## config.mk

```make
export PLATFORM = sky130hd
export DESIGN_NAME = is_uart_rx_ctrl
export DESIGN_NICKNAME = d
export VERILOG_FILES = /design/src/rtl/is_pkg_uart_controller.sv /design/src/rtl/is_uart_rx_sync.sv /design/src/rtl/is_uart_rx_ctrl.sv
export SDC_FILE = /design/constraint.sdc
export NUM_CORES = 1
export LEC_CHECK = 0
export ABC_AREA = 1
export BUFFER_PORTS_ARGS = -buffer_cell sky130_fd_sc_hd__buf_2
export CORE_UTILIZATION = 50
export DETAILED_ROUTE_END_ITERATION = 10
export PLACE_DENSITY = 0.74
export SLEW_MARGIN = 25
export SYNTH_ARGS = -nofsm -noshare
export SYNTH_HDL_FRONTEND = slang
export SYNTH_SLANG_ARGS = --single-unit
```

## constraint.sdc

```tcl
create_clock -name clk_i -period 3.6 [get_ports clk_i]
set_input_delay 0.9 -clock clk_i [delete_from_list [all_inputs] [get_ports clk_i]]
set_output_delay 0.9 -clock clk_i [all_outputs]
set_load 0.02 [all_outputs]
```

## src/rtl/is_pkg_uart_controller.sv

```systemverilog
// Shared constants and state encoding for the UART controller.
// Optional parity support elsewhere is selected with UART_RX_PARITY_EN.
package is_pkg_uart_controller;

  localparam int RATIO         = 8;
  localparam int DATA_BITS_DEF = 8;

  // PARITY exists in every build so the state encoding never shifts
  typedef enum logic [2:0] {
    IDLE   = 3'd0,
    START  = 3'd1,
    DATA   = 3'd2,
    PARITY = 3'd3,
    STOP   = 3'd4
  } rx_state_t;

endpackage

```

## src/rtl/is_uart_rx_sync.sv

```systemverilog
// rxd synchroniser chain plus one delay flop for falling-edge detection.
// Everything resets to the idle line level so reset never fakes an edge.
module is_uart_rx_sync
  import is_pkg_uart_controller::*;
#(
  parameter int SYNC_STAGES = 2
) (
  input  logic clk_i,
  input  logic rstn_i,
  input  logic rxd_i,
  output logic rxd_s_o,
  output logic fall_o
);

  logic [SYNC_STAGES-1:0] sync_q;
  logic                   rxd_d_q;

  always_ff @(posedge clk_i or negedge rstn_i) begin
    if (!rstn_i) begin
      sync_q  <= '1;
      rxd_d_q <= 1'b1;
    end else begin
      sync_q  <= {sync_q[SYNC_STAGES-2:0], rxd_i};
      rxd_d_q <= sync_q[SYNC_STAGES-1];
    end
  end

  assign rxd_s_o = sync_q[SYNC_STAGES-1];
  assign fall_o  = rxd_d_q & ~rxd_s_o;

endmodule

```

## src/rtl/is_uart_rx_ctrl.sv

```systemverilog
// UART receive frame controller: start detect, bit sampling, result pulses.
// Define UART_RX_PARITY_EN to add an even-parity bit after the data bits.
module is_uart_rx_ctrl
  import is_pkg_uart_controller::*;
#(
  parameter int DATA_BITS   = DATA_BITS_DEF,
  parameter int SYNC_STAGES = 2
) (
  input  logic                 clk_i,
  input  logic                 rstn_i,
  input  logic                 rxd_i,
  input  logic                 rx_ce_i,
  output logic                 rxct_r_o,
  output logic [DATA_BITS-1:0] rx_data_o,
  output logic                 rx_valid_o,
  output logic                 rx_frm_err_o,
  output logic                 rx_par_err_o,
  output logic                 rx_busy_o
);

  localparam int CW = $clog2(DATA_BITS);
  localparam logic [CW-1:0] LAST = CW'(DATA_BITS - 1);

  rx_state_t            state_q, state_d;
  logic [CW-1:0]        cnt_q, cnt_d;
  logic [DATA_BITS-1:0] shift_q, shift_d;
  logic [DATA_BITS-1:0] data_q, data_d;
  logic                 valid_q, valid_d;
  logic                 frm_q, frm_d;
  logic                 rxd_s, fall;

  is_uart_rx_sync #(
    .SYNC_STAGES(SYNC_STAGES)
  ) u_sync (
    .clk_i  (clk_i),
    .rstn_i (rstn_i),
    .rxd_i  (rxd_i),
    .rxd_s_o(rxd_s),
    .fall_o (fall)
  );

`ifdef UART_RX_PARITY_EN
  logic parbad_q, parbad_d;
  logic perr_q, perr_d;
`endif

  always_comb begin
    state_d = state_q;
    cnt_d   = cnt_q;
    shift_d = shift_q;
    data_d  = data_q;
    valid_d = 1'b0;
    frm_d   = 1'b0;
`ifdef UART_RX_PARITY_EN
    parbad_d = parbad_q;
    perr_d   = 1'b0;
`endif
    unique case (state_q)
      IDLE: begin
        if (fall) state_d = START;
      end
      START: begin
        if (rx_ce_i) begin
          if (!rxd_s) begin
            state_d = DATA;
            cnt_d   = '0;
          end else begin
            state_d = IDLE;
          end
        end
      end
      DATA: begin
        if (rx_ce_i) begin
          shift_d = {rxd_s, shift_q[DATA_BITS-1:1]};
          if (cnt_q == LAST) begin
`ifdef UART_RX_PARITY_EN
            state_d = PARITY;
`else
            state_d = STOP;
`endif
          end else begin
            cnt_d = cnt_q + 1'b1;
          end
        end
      end
      PARITY: begin
`ifdef UART_RX_PARITY_EN
        if (rx_ce_i) begin
          parbad_d = ^shift_q ^ rxd_s;
          state_d  = STOP;
        end
`else
        state_d = IDLE;
`endif
      end
      STOP: begin
        if (rx_ce_i) begin
          state_d = IDLE;
          if (!rxd_s) begin
            frm_d = 1'b1;
`ifdef UART_RX_PARITY_EN
          end else if (parbad_q) begin
            perr_d = 1'b1;
`endif
          end else begin
            valid_d = 1'b1;
            data_d  = shift_q;
          end
        end
      end
      default: state_d = IDLE;
    endcase
  end

  always_ff @(posedge clk_i or negedge rstn_i) begin
    if (!rstn_i) begin
      state_q <= IDLE;
      cnt_q   <= '0;
      shift_q <= '0;
      data_q  <= '0;
      valid_q <= 1'b0;
      frm_q   <= 1'b0;
    end else begin
      state_q <= state_d;
      cnt_q   <= cnt_d;
      shift_q <= shift_d;
      data_q  <= data_d;
      valid_q <= valid_d;
      frm_q   <= frm_d;
    end
  end

`ifdef UART_RX_PARITY_EN
  always_ff @(posedge clk_i or negedge rstn_i) begin
    if (!rstn_i) begin
      parbad_q <= 1'b0;
      perr_q   <= 1'b0;
    end else begin
      parbad_q <= parbad_d;
      perr_q   <= perr_d;
    end
  end
  assign rx_par_err_o = perr_q;
`else
  assign rx_par_err_o = 1'b0;
`endif

  // Pure state decode keeps the counter clear glitch-free
  assign rxct_r_o     = (state_q == IDLE);
  assign rx_busy_o    = (state_q != IDLE);
  assign rx_data_o    = data_q;
  assign rx_valid_o   = valid_q;
  assign rx_frm_err_o = frm_q;

endmodule

```

==> metrics.csv <==
stage,metric,value,unit
status,status,"complete, no violations",
worst_setup_path,FF-to-FF path depth,8,
clock_tree,H-tree Lvls,1,
synthesis,Gate Count Post-Synth,118,
detailed_routing,Antenna Nets Post-Route,0,
synthesis,ys flop type,dfrtp_1,
power_and_ir_drop,leak pwr,0.687,nW
synthesis,number of distinct library cells after synthesis,20,
place,final RePlAce weighted congestion,0.740,
detailed_routing,WL met2,909,um
worst_setup_path,CP Max Fanout,6,
clock_tree,post-CTS setup buffers,0,
synthesis,Yosys reg bits,27,
timing,RSZ-0062 raised after global routing,no,
worst_setup_path,Critical Path RT,2.70,ns
synthesis,top-count cell post-synth,nand2_1,
hold_path,Hold Path Depth,0,
synthesis,"FFs w/ async S/R, synth",1.00,
timing,measured slew at the worst slew-check pin,0.570,ns
detailed_routing,# DRC,0,
place,Setup WS pre-CTS,1.81,ns
synthesis,"Avg Cell Area, Syn",10.0,um2
floorplan,chip height,50.6,um
power_and_ir_drop,total chip power,0.814,mW
worst_setup_path,crit path buf inv count,1,
timing,fin. max-slew vios,0,
floorplan,Initial Utilization,0.533,
timing,Slew headroom,0.620,
power_and_ir_drop,Max IR drop VDD,0.000272,V
final_layout,share of cells above drive strength 1,0.328,
final_layout,Final Non-Filler Cells,162,
floorplan,core area,0.00221,mm2
synthesis,sequential element share of the synthesized area,0.576,
synthesis,Syn Nets,124,
synthesis,YS warnings,0,
worst_setup_path,largest stage delay on the critical path,0.47,ns
clock_tree,Clock Latency Late Sink,0.32,ns
detailed_routing,routed wire length,1820,um
synthesis,most area-consuming cells after synthesis,"dfrtp_1, nand2_1, o21ai_2",
global_routing,initial antenna violation count,0,
worst_setup_path,"CP delay by family, top",flip-flops,
global_routing,grt ovf,0,
worst_setup_path,Slowest cell on crit path,dfrtp_1,
detailed_routing,total number of vias,793,
detailed_routing,DR pass1 iterations,4,
clock_tree,hold buffer count at cts,0,
timing,Fin. Hold Viols,0,
place,Port Buffers,15,
detailed_routing,routed vias/inst,4.90,
worst_setup_path,critical setup path kind,register to output pin,
clock_tree,Clock Tree Buf Depth,2,
detailed_routing,wire length on met3,52,um
hold_path,Hold WC Path Type,register to register,
worst_setup_path,Worst R2R Start,cnt_q[0]$_DFFE_PN0P_,
detailed_routing,Metal-1 WL,832,um
timing,Setup Skew,0.00338,ns
hold_path,Hold EP,u_sync.sync_q[1]$_DFF_PN1_,
worst_setup_path,Crit. End Element,output pin,
floorplan,# rows,17,
power_and_ir_drop,power per cell area,632,mW/mm2
clock_tree,clock slew at reported path FFs,0.14,ns
timing,setup slack after layout,1.43,ns
worst_setup_path,internal reg-to-reg setup slack,2.10,ns
timing,final setup violation count,0,
clock_tree,Clock Sink Count,27,
clock_tree,TritonCTS clock tree,done,
worst_setup_path,CP Cell Sequence,"nor3_2, buf_2",
detailed_routing,WL per Instance,11.3,um
worst_setup_path,critical path data arrival time,1.27,ns
synthesis,Post-Syn Area,0.00118,mm2
place,DPL Wire Length,1330,um
run,Max Cap Viol,0,
synthesis,post-synth top area cell,dfrtp_1,
place,dpl cells,158,
timing,Fin Setup TNS,0,ns
final_layout,area added between synthesis and finish,9.12,%
floorplan,Die X,50.6,um
clock_tree,post_cts resized,0,
synthesis,Post-synth EDFFs,0,
global_routing,vias in the first global route,792,
final_layout,nets,141,
synthesis,most instantiated cells after synthesis,"nand2_1, dfrtp_1, o21ai_2, inv_1, nand3_1",
global_routing,first-pass GRT wire length,3290,um
floorplan,area of the die,0.00256,mm2
timing,Peak Freq,461,MHz
detailed_routing,top routing layer used,met4,
clock_tree,root buffer cell,clkbuf_4,
timing,post-route minimum period,2.17,ns
worst_setup_path,Reg-to-Reg End,cnt_q[0]$_DFFE_PN0P_,
hold_path,Hold Crit Start,u_sync.sync_q[0]$_DFF_PN1_,
global_routing,largest net degree at the start of global routing,28,
floorplan,I/O pin count,17,
synthesis,area share of the largest cell type after synthesis,0.509,
global_routing,Total GRT Usage,0.174,
final_layout,ant diodes,0,
clock_tree,CTS Buf Count,3,
detailed_routing,initial detailed-routing violation count,20,
timing,fin crit share,0.603,
worst_setup_path,CP startpoint kind,register,
## worst max-delay path by stage
stage                           startpoint   endpoint  slack [ns]  cells past startpoint
floorplan           state_q[1]$_DFFE_PN0P_  rx_busy_o        1.64                      2
global placement    state_q[1]$_DFFE_PN0P_  rx_busy_o        1.84                      3
detailed placement  state_q[1]$_DFFE_PN0P_   rxct_r_o        1.81                      2
CTS                 state_q[1]$_DFFE_PN0P_   rxct_r_o        1.43                      2
global route        state_q[1]$_DFFE_PN0P_   rxct_r_o        1.33                      2
finish              state_q[1]$_DFFE_PN0P_   rxct_r_o        1.43                      2
## per-layer routing
| layer | up-vias | global-route usage |
|---|---|---|
| met3 | 4 | 0.0273 |
| li1 | 401 | - |
| met1 | 375 | 0.222 |
| met5 | - | 0 |
| met4 | 0 | 0.0694 |
| met2 | 13 | 0.293 |
## worst reg2reg max path: cells and delay by family (launching register included)
family | cells | cell delay [ns]
flops | 1 | 0.42
simple gates | 4 | 0.51
fa+ha+maj | 2 | 0.39
buf+inv | 2 | 0.13
## cells by family after synthesis
logic type,Yosys count,share of synthesized area
and+or+nand+nor,55,0.222
buffers and inverters,18,0.0732
other,1,0.00318
AOI/OAI and AO/OA,15,0.105
DFF,27,0.576
adders and majority gates,2,0.0212
## flip-flops by register name (all words and copies together), names as in the netlist
register,flops
u_sync.sync_q,2
rx_frm_err_o,1
state_q,3
rx_valid_o,1
shift_q,8
u_sync.rxd_d_q,1
rx_data_o,8
cnt_q,3
## cells in the final DEF (no fill, tap or decap), drive strengths merged
cell,Yosys,routed
nand2,37,37
dfrtp,24,24
buf,3,15
o21ai,15,15
inv,15,15
nand3,10,10
nor2,5,5
clkbuf,0,3
dfstp,3,3
ha,2,2
nor3,2,2
or2,1,1
conb,1,1
clkinv,0,1
## report_power, final
part | leakage (nW) | switching [mW] | internal [mW]
combinational | 0.310 | 0.184 | 0.0929
sequential | 0.360 | 0.0448 | 0.364
clock | 0.0177 | 0.0863 | 0.0416
## layout make-up
type | instances | area (um2)
timing repair buffer | 15 | 75.1
fill | 189 | 925
clock inverter | 1 | 5.00
multi-input combinational | 73 | 414
tap | 28 | 35.0
clock buffer | 3 | 22.5
inverter | 15 | 56.3
sequential | 27 | 679
## through the flow
stage	hold WS [ns]	cell area (um2)	utilization
6_report	0.372	1290	0.582
5_1_grt	0.368	1290	0.582
4_1_cts	0.372	1290	0.582
3_5_place_dp	0.355	1260	0.570
3_3_place_gp	0.346	1260	0.570
2_1_floorplan	0.345	1180	-
Power figures use the tool's default switching activity.
